`src/rtl/pc_pkg.sv`:
```
// Shared definitions for the program-counter sequencer: state encoding,
// PC width and the default reset vector.
package pc_pkg;

   localparam int PC_WIDTH = 16;
   localparam logic [PC_WIDTH-1:0] RESET_VEC_DEF = 16'h0000;

   typedef enum logic [1:0] {
      RST_S  = 2'd0,
      FETCH  = 2'd1,
      UPDATE = 2'd2,
      HALT   = 2'd3
   } state_t;

endpackage

```
`src/rtl/full_adder.sv`:
```
// Single-bit full adder cell used by the ripple-carry branch adder.
module full_adder (
   input  logic a,
   input  logic b,
   input  logic cin,
   output logic sum,
   output logic cout
);

   assign sum  = a ^ b ^ cin;
   assign cout = (a & b) | (cin & (a ^ b));

endmodule

```
`src/rtl/pc_branch_adder.sv`:
```
// Ripple-carry adder producing the PC-relative branch target pc_inc + offset.
// The carry-in is tied low and the final carry-out is dropped, so the result
// wraps modulo 2^WIDTH and negative offsets work as two's complement.
module pc_branch_adder #(
   parameter int WIDTH = 16
) (
   input  logic [WIDTH-1:0] a,
   input  logic [WIDTH-1:0] b,
   output logic [WIDTH-1:0] sum
);

   logic [WIDTH-1:0] carry;
   logic             cout_unused;

   assign carry[0] = 1'b0;

   for (genvar i = 0; i < WIDTH; i++) begin : g_bit
      if (i < WIDTH - 1) begin : g_mid
         full_adder u_fa (
            .a   (a[i]),
            .b   (b[i]),
            .cin (carry[i]),
            .sum (sum[i]),
            .cout(carry[i+1])
         );
      end else begin : g_msb
         full_adder u_fa (
            .a   (a[i]),
            .b   (b[i]),
            .cin (carry[i]),
            .sum (sum[i]),
            .cout(cout_unused)
         );
      end
   end

endmodule

```
`src/rtl/pc_sequencer.sv`:
```
// Program-counter register and fetch sequencer. Cycles FETCH -> UPDATE ->
// FETCH, handshaking with instruction memory in FETCH and choosing the next
// PC (halt > jump > branch > stall > increment) in UPDATE. All outputs are
// registered; the external incrementer returns pc+1 on pc_inc.
module pc_sequencer
   import pc_pkg::*;
#(
   parameter int               WIDTH     = PC_WIDTH,
   parameter logic [WIDTH-1:0] RESET_VEC = RESET_VEC_DEF
) (
   input  logic             clk,
   input  logic             rst,
   output logic [WIDTH-1:0] pc,
   input  logic [WIDTH-1:0] pc_inc,
   output logic             fetch_req,
   input  logic             fetch_ack,
   output logic             instr_valid,
   input  logic             stall,
   input  logic             br_taken,
   input  logic [WIDTH-1:0] br_offset,
   input  logic             jmp_en,
   input  logic [WIDTH-1:0] jmp_target,
   input  logic             halt,
   output logic             halted,
   output logic             wrap
);

   state_t           state;
   state_t           state_nxt;
   logic [WIDTH-1:0] pc_nxt;
   logic [WIDTH-1:0] br_target;
   logic             fetch_req_nxt;
   logic             instr_valid_nxt;
   logic             halted_nxt;
   logic             wrap_nxt;

   pc_branch_adder #(.WIDTH(WIDTH)) u_br_add (
      .a  (pc_inc),
      .b  (br_offset),
      .sum(br_target)
   );

   // Next-state, next-PC and next-output selection; registered below so every output is a flop.
   always_comb begin
      state_nxt       = state;
      pc_nxt          = pc;
      instr_valid_nxt = 1'b0;
      wrap_nxt        = 1'b0;
      case (state)
         RST_S: begin
            state_nxt = FETCH;
         end
         FETCH: begin
            if (fetch_ack) begin
               state_nxt       = UPDATE;
               instr_valid_nxt = 1'b1;
            end
         end
         UPDATE: begin
            if (halt) begin
               state_nxt = HALT;
            end else if (jmp_en) begin
               pc_nxt    = jmp_target;
               state_nxt = FETCH;
            end else if (br_taken) begin
               pc_nxt    = br_target;
               state_nxt = FETCH;
            end else if (stall) begin
               state_nxt = UPDATE;
            end else begin
               pc_nxt    = pc_inc;
               state_nxt = FETCH;
               // Only the sequential increment path reports a wrap.
               wrap_nxt  = &pc;
            end
         end
         HALT: begin
            state_nxt = HALT;
         end
         default: begin
            state_nxt = RST_S;
         end
      endcase
      fetch_req_nxt = (state_nxt == FETCH);
      halted_nxt    = (state_nxt == HALT);
   end

   // State, PC and output registers with synchronous reset.
   always_ff @(posedge clk) begin
      if (rst) begin
         state       <= RST_S;
         pc          <= RESET_VEC;
         fetch_req   <= 1'b0;
         instr_valid <= 1'b0;
         halted      <= 1'b0;
         wrap        <= 1'b0;
      end else begin
         state       <= state_nxt;
         pc          <= pc_nxt;
         fetch_req   <= fetch_req_nxt;
         instr_valid <= instr_valid_nxt;
         halted      <= halted_nxt;
         wrap        <= wrap_nxt;
      end
   end

endmodule

```
`config.mk`:
```
export PLATFORM = sky130hd
export DESIGN_NAME = pc_sequencer
export DESIGN_NICKNAME = d
export VERILOG_FILES = /design/src/rtl/pc_pkg.sv /design/src/rtl/full_adder.sv /design/src/rtl/pc_branch_adder.sv /design/src/rtl/pc_sequencer.sv
export SDC_FILE = /design/constraint.sdc
export NUM_CORES = 1
export LEC_CHECK = 0
export BUFFER_PORTS_ARGS = -buffer_cell sky130_fd_sc_hd__buf_2
export CORE_AREA = 2 2 59 61
export CTS_CLUSTER_DIAMETER = 50
export CTS_CLUSTER_SIZE = 14
export DETAILED_ROUTE_END_ITERATION = 6
export DIE_AREA = 0 0 61 63
export PLACE_DENSITY = 0.87
export REMOVE_ABC_BUFFERS = 1
export SLEW_MARGIN = 30
export SYNTH_ARGS = -nofsm -noshare
export SYNTH_HDL_FRONTEND = slang
export SYNTH_SLANG_ARGS = --single-unit
```
`constraint.sdc`:
```
create_clock -name clk -period 24 [get_ports clk]
set_input_delay 7.2 -clock clk [delete_from_list [all_inputs] [get_ports clk]]
set_output_delay 7.2 -clock clk [all_outputs]
set_load 0.01 [all_outputs]
```
== Word level (Yosys, flattened, before mapping) ==
Index checks and enable logic that the tools add are counted.

* Output and inout port bits: 20
* Input bits: 55
* Logic and storage cells: 104
* Bits in registers: 22

* Reductions and logical operators: 5
* Bitwise operators: 77
* Equal/unequal tests: 6
* Muxes and demuxes: 10

{| class="wikitable"
|+ Operators by type and width
! cell !! number
|-
| 16-bit two-way mux || 3
|-
| 1-bit bitwise XOR || 31
|-
| 1-bit AND || 29
|-
| 16-bit AND reduction || 1
|-
| 1-bit bitwise OR || 14
|-
| 2-bit two-way mux || 5
|-
| 2-bit case mux with 4 select lines || 1
|-
| 2-bit equality test, second input constant || 3
|-
| 6-bit OR reduction || 1
|-
| 2-bit by 1-bit equality test with 1-bit output, second input constant || 2
|-
| 3-bit by 1-bit != test with 1-bit output, second input constant || 1
|-
| 1-bit inverter || 3
|-
| 3-bit AND reduction || 1
|-
| 2-bit logical NOT || 1
|-
| 2-bit OR reduction || 1
|-
| 1-bit two-way mux || 1
|}

== Logic depth before layout (Yosys ltp) ==
* Depth in word-level cells: 32
* Mapped depth: 21
* Depth with buffers taken out: 21

== Cells and area by module ==
Synthesis repeated with hierarchy kept, for this count alone.

* Cells, all modules: 149
* Area, all modules: 1570.3 um^2

{| class="wikitable"
|+ By module, submodules not included
! module !! times used !! area each (um^2) !! seq. area each (um^2) !! cells an instance
|-
| pc_sequencer || 1 || 1246.2 || 440.4 || 132
|-
| full_adder || 16 || 20.0 || 0.0 || 1
|-
| pc_branch_adder || 1 || 3.8 || 0.0 || 1
|}

== Worst setup path after synthesis ==
No wires, ideal clock.

* Path type: input to register
* From: input port pc_inc[0]
* To: register pc[15]
* Required time: 23.913 ns
* Data arrival time: 13.142 ns
* Path buffers: 0
* Library setup time: 0.087 ns
* Path slack: 10.771 ns
* Cell stages on the path: 21
* Path through: ha_1 > fa_1 > fa_1 > fa_1 > fa_1 > fa_1 > fa_1 > fa_1 > fa_1 > fa_1 > fa_1 > fa_1 > inv_1 > fa_1 > inv_1 > fa_1 > fa_1 > xnor2_1 > nor4b_1 > a311oi_1 > o31ai_1

* Word-level cells in the longest chain between the ends: 32

{| class="wikitable"
|+ RTL lines
! element !! line !! source
|-
| start, declared || pc_sequencer.sv:14 || <nowiki>input logic [WIDTH-1:0] pc_inc,</nowiki>
|-
| 1-bit AND (2 in series) || full_adder.sv:11 || <nowiki>assign cout = (a & b) | (cin & (a ^ b));</nowiki>
|-
| 1-bit bitwise OR || full_adder.sv:11 ||
|-
| 1-bit AND || full_adder.sv:11 ||
|-
| 1-bit bitwise OR || full_adder.sv:11 ||
|-
| 1-bit AND || full_adder.sv:11 ||
|-
| 1-bit bitwise OR || full_adder.sv:11 ||
|-
| 1-bit AND || full_adder.sv:11 ||
|-
| 1-bit bitwise OR || full_adder.sv:11 ||
|-
| (+15 left out) || -- ||
|-
| 1-bit bitwise OR || full_adder.sv:11 ||
|-
| 1-bit AND || full_adder.sv:11 ||
|-
| 1-bit bitwise OR || full_adder.sv:11 ||
|-
| 1-bit AND || full_adder.sv:11 ||
|-
| 1-bit bitwise OR || full_adder.sv:11 ||
|-
| 1-bit bitwise XOR || full_adder.sv:10 || <nowiki>assign sum = a ^ b ^ cin;</nowiki>
|-
| 16-bit two-way mux || pc_sequencer.sv:65 || <nowiki>end else if (br_taken) begin</nowiki>
|-
| 16-bit two-way mux || pc_sequencer.sv:62 || <nowiki>end else if (jmp_en) begin</nowiki>
|-
| end signal, assigned || pc_sequencer.sv:99 || <nowiki>pc <= pc_nxt;</nowiki>
|-
| end, declared || pc_sequencer.sv:13 || <nowiki>output logic [WIDTH-1:0] pc,</nowiki>
|}

No other way between the ends.
A chain may end at the register's enable or synchronous reset.

== Worst setup path after layout ==
Ends and elaborated chain as after synthesis.

==> reports/results.ini <==
[global_route]
grt_pass1_vias = 1319
grt_start_max_net_pins = 36
antenna_found_initial = 0
grt_pass1_wl_mm = 5.664
gr-usage-all-layers = 0.1872
overflow = 0

[clocking]
cts_resized = 0
cts_sinks = 22
cts_buffer_depth = 2
post-cts-setup-buffers = 0
htree_levels = 1
cts-buffers-inserted = 3
cts.clk_slew.worst_paths_ns = 0.12
root_buffer = clkbuf_4
postCtsHoldBufs = 0
tritoncts = built
clkLatencyLatePin_ns = 0.30

[sta]
fin_crit_sh = 0.5567
rsz0062_at_grt = no
worst_slew_pin_slew_ns = 0.5630
slew_viol_final = 0
fin_crit_ns = 13.36
fmax_mhz = 74.85
slew_headroom = 0.6247
hold-worst-slack_ns = 0.4886
hold_violations = 0
finalSetupTns_ns = 0
skew_ns = 0.009209
setup_viol = 0

[outcome]
outcome = completed

[drt]
routed_wl_mm = 3.395
drt-initial-drc-count = 64
firstDrtPassIters = 4
vias = 1353
wire_per_inst_microns = 12.72
post_drt_via_cell_ratio = 5.067
drc_errors = 0
ant_nets = 0

[setup_path]
max_stage_delay_ns = 0.41
cp.required_ns = 24.22
worstPathArrival_ns = 13.58
critPathLaunchType = input port
slowest_stage = fa_1
cp_max_fo = 2
cp-end-kind = flop
worstSetupPathType = input port to flop
ff2ff_setup_slack_ns = 22.46
path_cells = buf_2, ha_1, fa_1, fa_1, fa_1, fa_1, fa_1, fa_1, fa_1, fa_1, fa_1, fa_1, fa_1, inv_1, fa_1, inv_1, fa_1, fa_1, xnor2_1, nor4b_1, a311oi_1, o31ai_1
crit_top_cell = fa_1

[logic_synthesis]
ys_seq_area_frac = 0.2928
yosysTopAreaCell = dfxtp_1
synthFlopType = dfxtp_1
ys_seq_elements = 22
synthArstFlopShare = 0
ys_types = 32
yosysWarningCount = 0
synth_area_leaders = dfxtp_1 (29%), fa_1 (19%), mux2i_1 (19%)
synth_edf_count = 0
netlist_area_sq_um = 1504
avgSynthCellArea_sq_um = 9.766
synth_top_area_frac = 0.2928
synthCells = 154

[layout]
nNetsFinal = 293
layout_common_cells = buf_2 (74), mux2i_1 (28), dfxtp_1 (22)
fillers = 307
post-route-util = 0.5827
final_common_cell = buf_2
syn2layout_area_growth_pct = 25.21
drive_above_1_share = 0.3620
diodes = 0

[floorplan]
fp.dieH_microns = 63
io_pins = 75
start_util = 0.4654
die_area_sq_um = 3843
placementRows = 21
fp.dieW_microns = 61
core-area_sq_um = 3232

[place]
gp_congestion = 0.7461
hpwlAfterDp_mm = 2.677
port_buffers = 74

[pwr]
vdd_ir_drop_max_v = 0.00001858
pwr_density_cell_nw_per_um2 = 40.42
p_leak_nw = 1.004

[worst_hold_path]
hold_class = flop to flop

[job]
drv_cap = 0

per-stage QoR:
step	worst slack, ns	area [sq um]	cells	total power, mW
finish	10.64	1883	267	0.07612
global route	10.28	1883	267	0.08219
CTS	10.62	1881	267	0.07726
detailed placement	10.30	1858	264	0.06137
global placement	10.42	1858	264	0.05999
floorplan	10.76	1430	144	0.05043
sequential cells by signal, summed over array words and instances (netlist names):
signal / count
fetch_req: 1
halted: 1
instr_valid: 1
pc: 16
state: 2
wrap: 1
synthesized netlist by cell type (2+ instances only):
cell and number:
dfxtp_1 22, nor2b_1 2, nor2_1 19, fa_1 14
buf_6 2, clkbuf_1 5, inv_1 5, nand4_1 4
mux2i_1 28, nand2_1 15, a211oi_1 2, o21ai_0 16
layout make-up:
cell class / instances / area (sq um) / area share
clock buffers: 3 / 22.52 / 0.01196
inverters: 5 / 18.77 / 0.009967
multi-input cells: 117 / 973.4 / 0.5169
flip-flops and latches: 22 / 440.4 / 0.2339
well taps: 46 / 57.56 / 0.03056
repair buffers: 74 / 370.4 / 0.1967
report_power, final:
part / switching, mW / total, mW / internal (mW)
clock network: 0.0101 / 0.0160 / 0.00583
registers: 0.000809 / 0.0384 / 0.0376
logic: 0.0109 / 0.0218 / 0.0108
per-layer routing:
metal,part of all wire,global-route usage,vias to the layer above
met5,0,0,-
met4,0.0077,0.04348,0
met3,0.057,0.02692,4
met2,0.50,0.3185,48
met1,0.43,0.2451,634
li1,-,-,667
logic make-up after synthesis:
| logic type | count (synthesis) | share of synthesized area |
|---|---|---|
| buf+inv | 15 | 0.06156 |
| flops | 22 | 0.2928 |
| xor+xnor | 1 | 0.005825 |
| fa+ha+maj | 15 | 0.1947 |
| compound gates | 23 | 0.08902 |
| simple gates | 50 | 0.1697 |
| mux | 28 | 0.1864 |
worst paths after layout:
check | from | depth (start not counted) | to
worst min register to register | pc[0] | 2 | wrap
worst max-delay path | pc_inc[0] | 22 | pc[15]
worst max register to register | state[1] | 4 | pc[12]
worst min-delay path | pc[0] | 2 | wrap
worst max-delay path: cells and delay by family:
family                   cells  cell delay (ns)
adder cells (fa/ha/maj)     15             5.43
buffers and inverters        3             0.23
AND/OR/NAND/NOR              1             0.27
AO/OA/AOI/OAI                2             0.28
XOR/XNOR                     1             0.16
No activity file was read; power rests on OpenSTA's default activity.
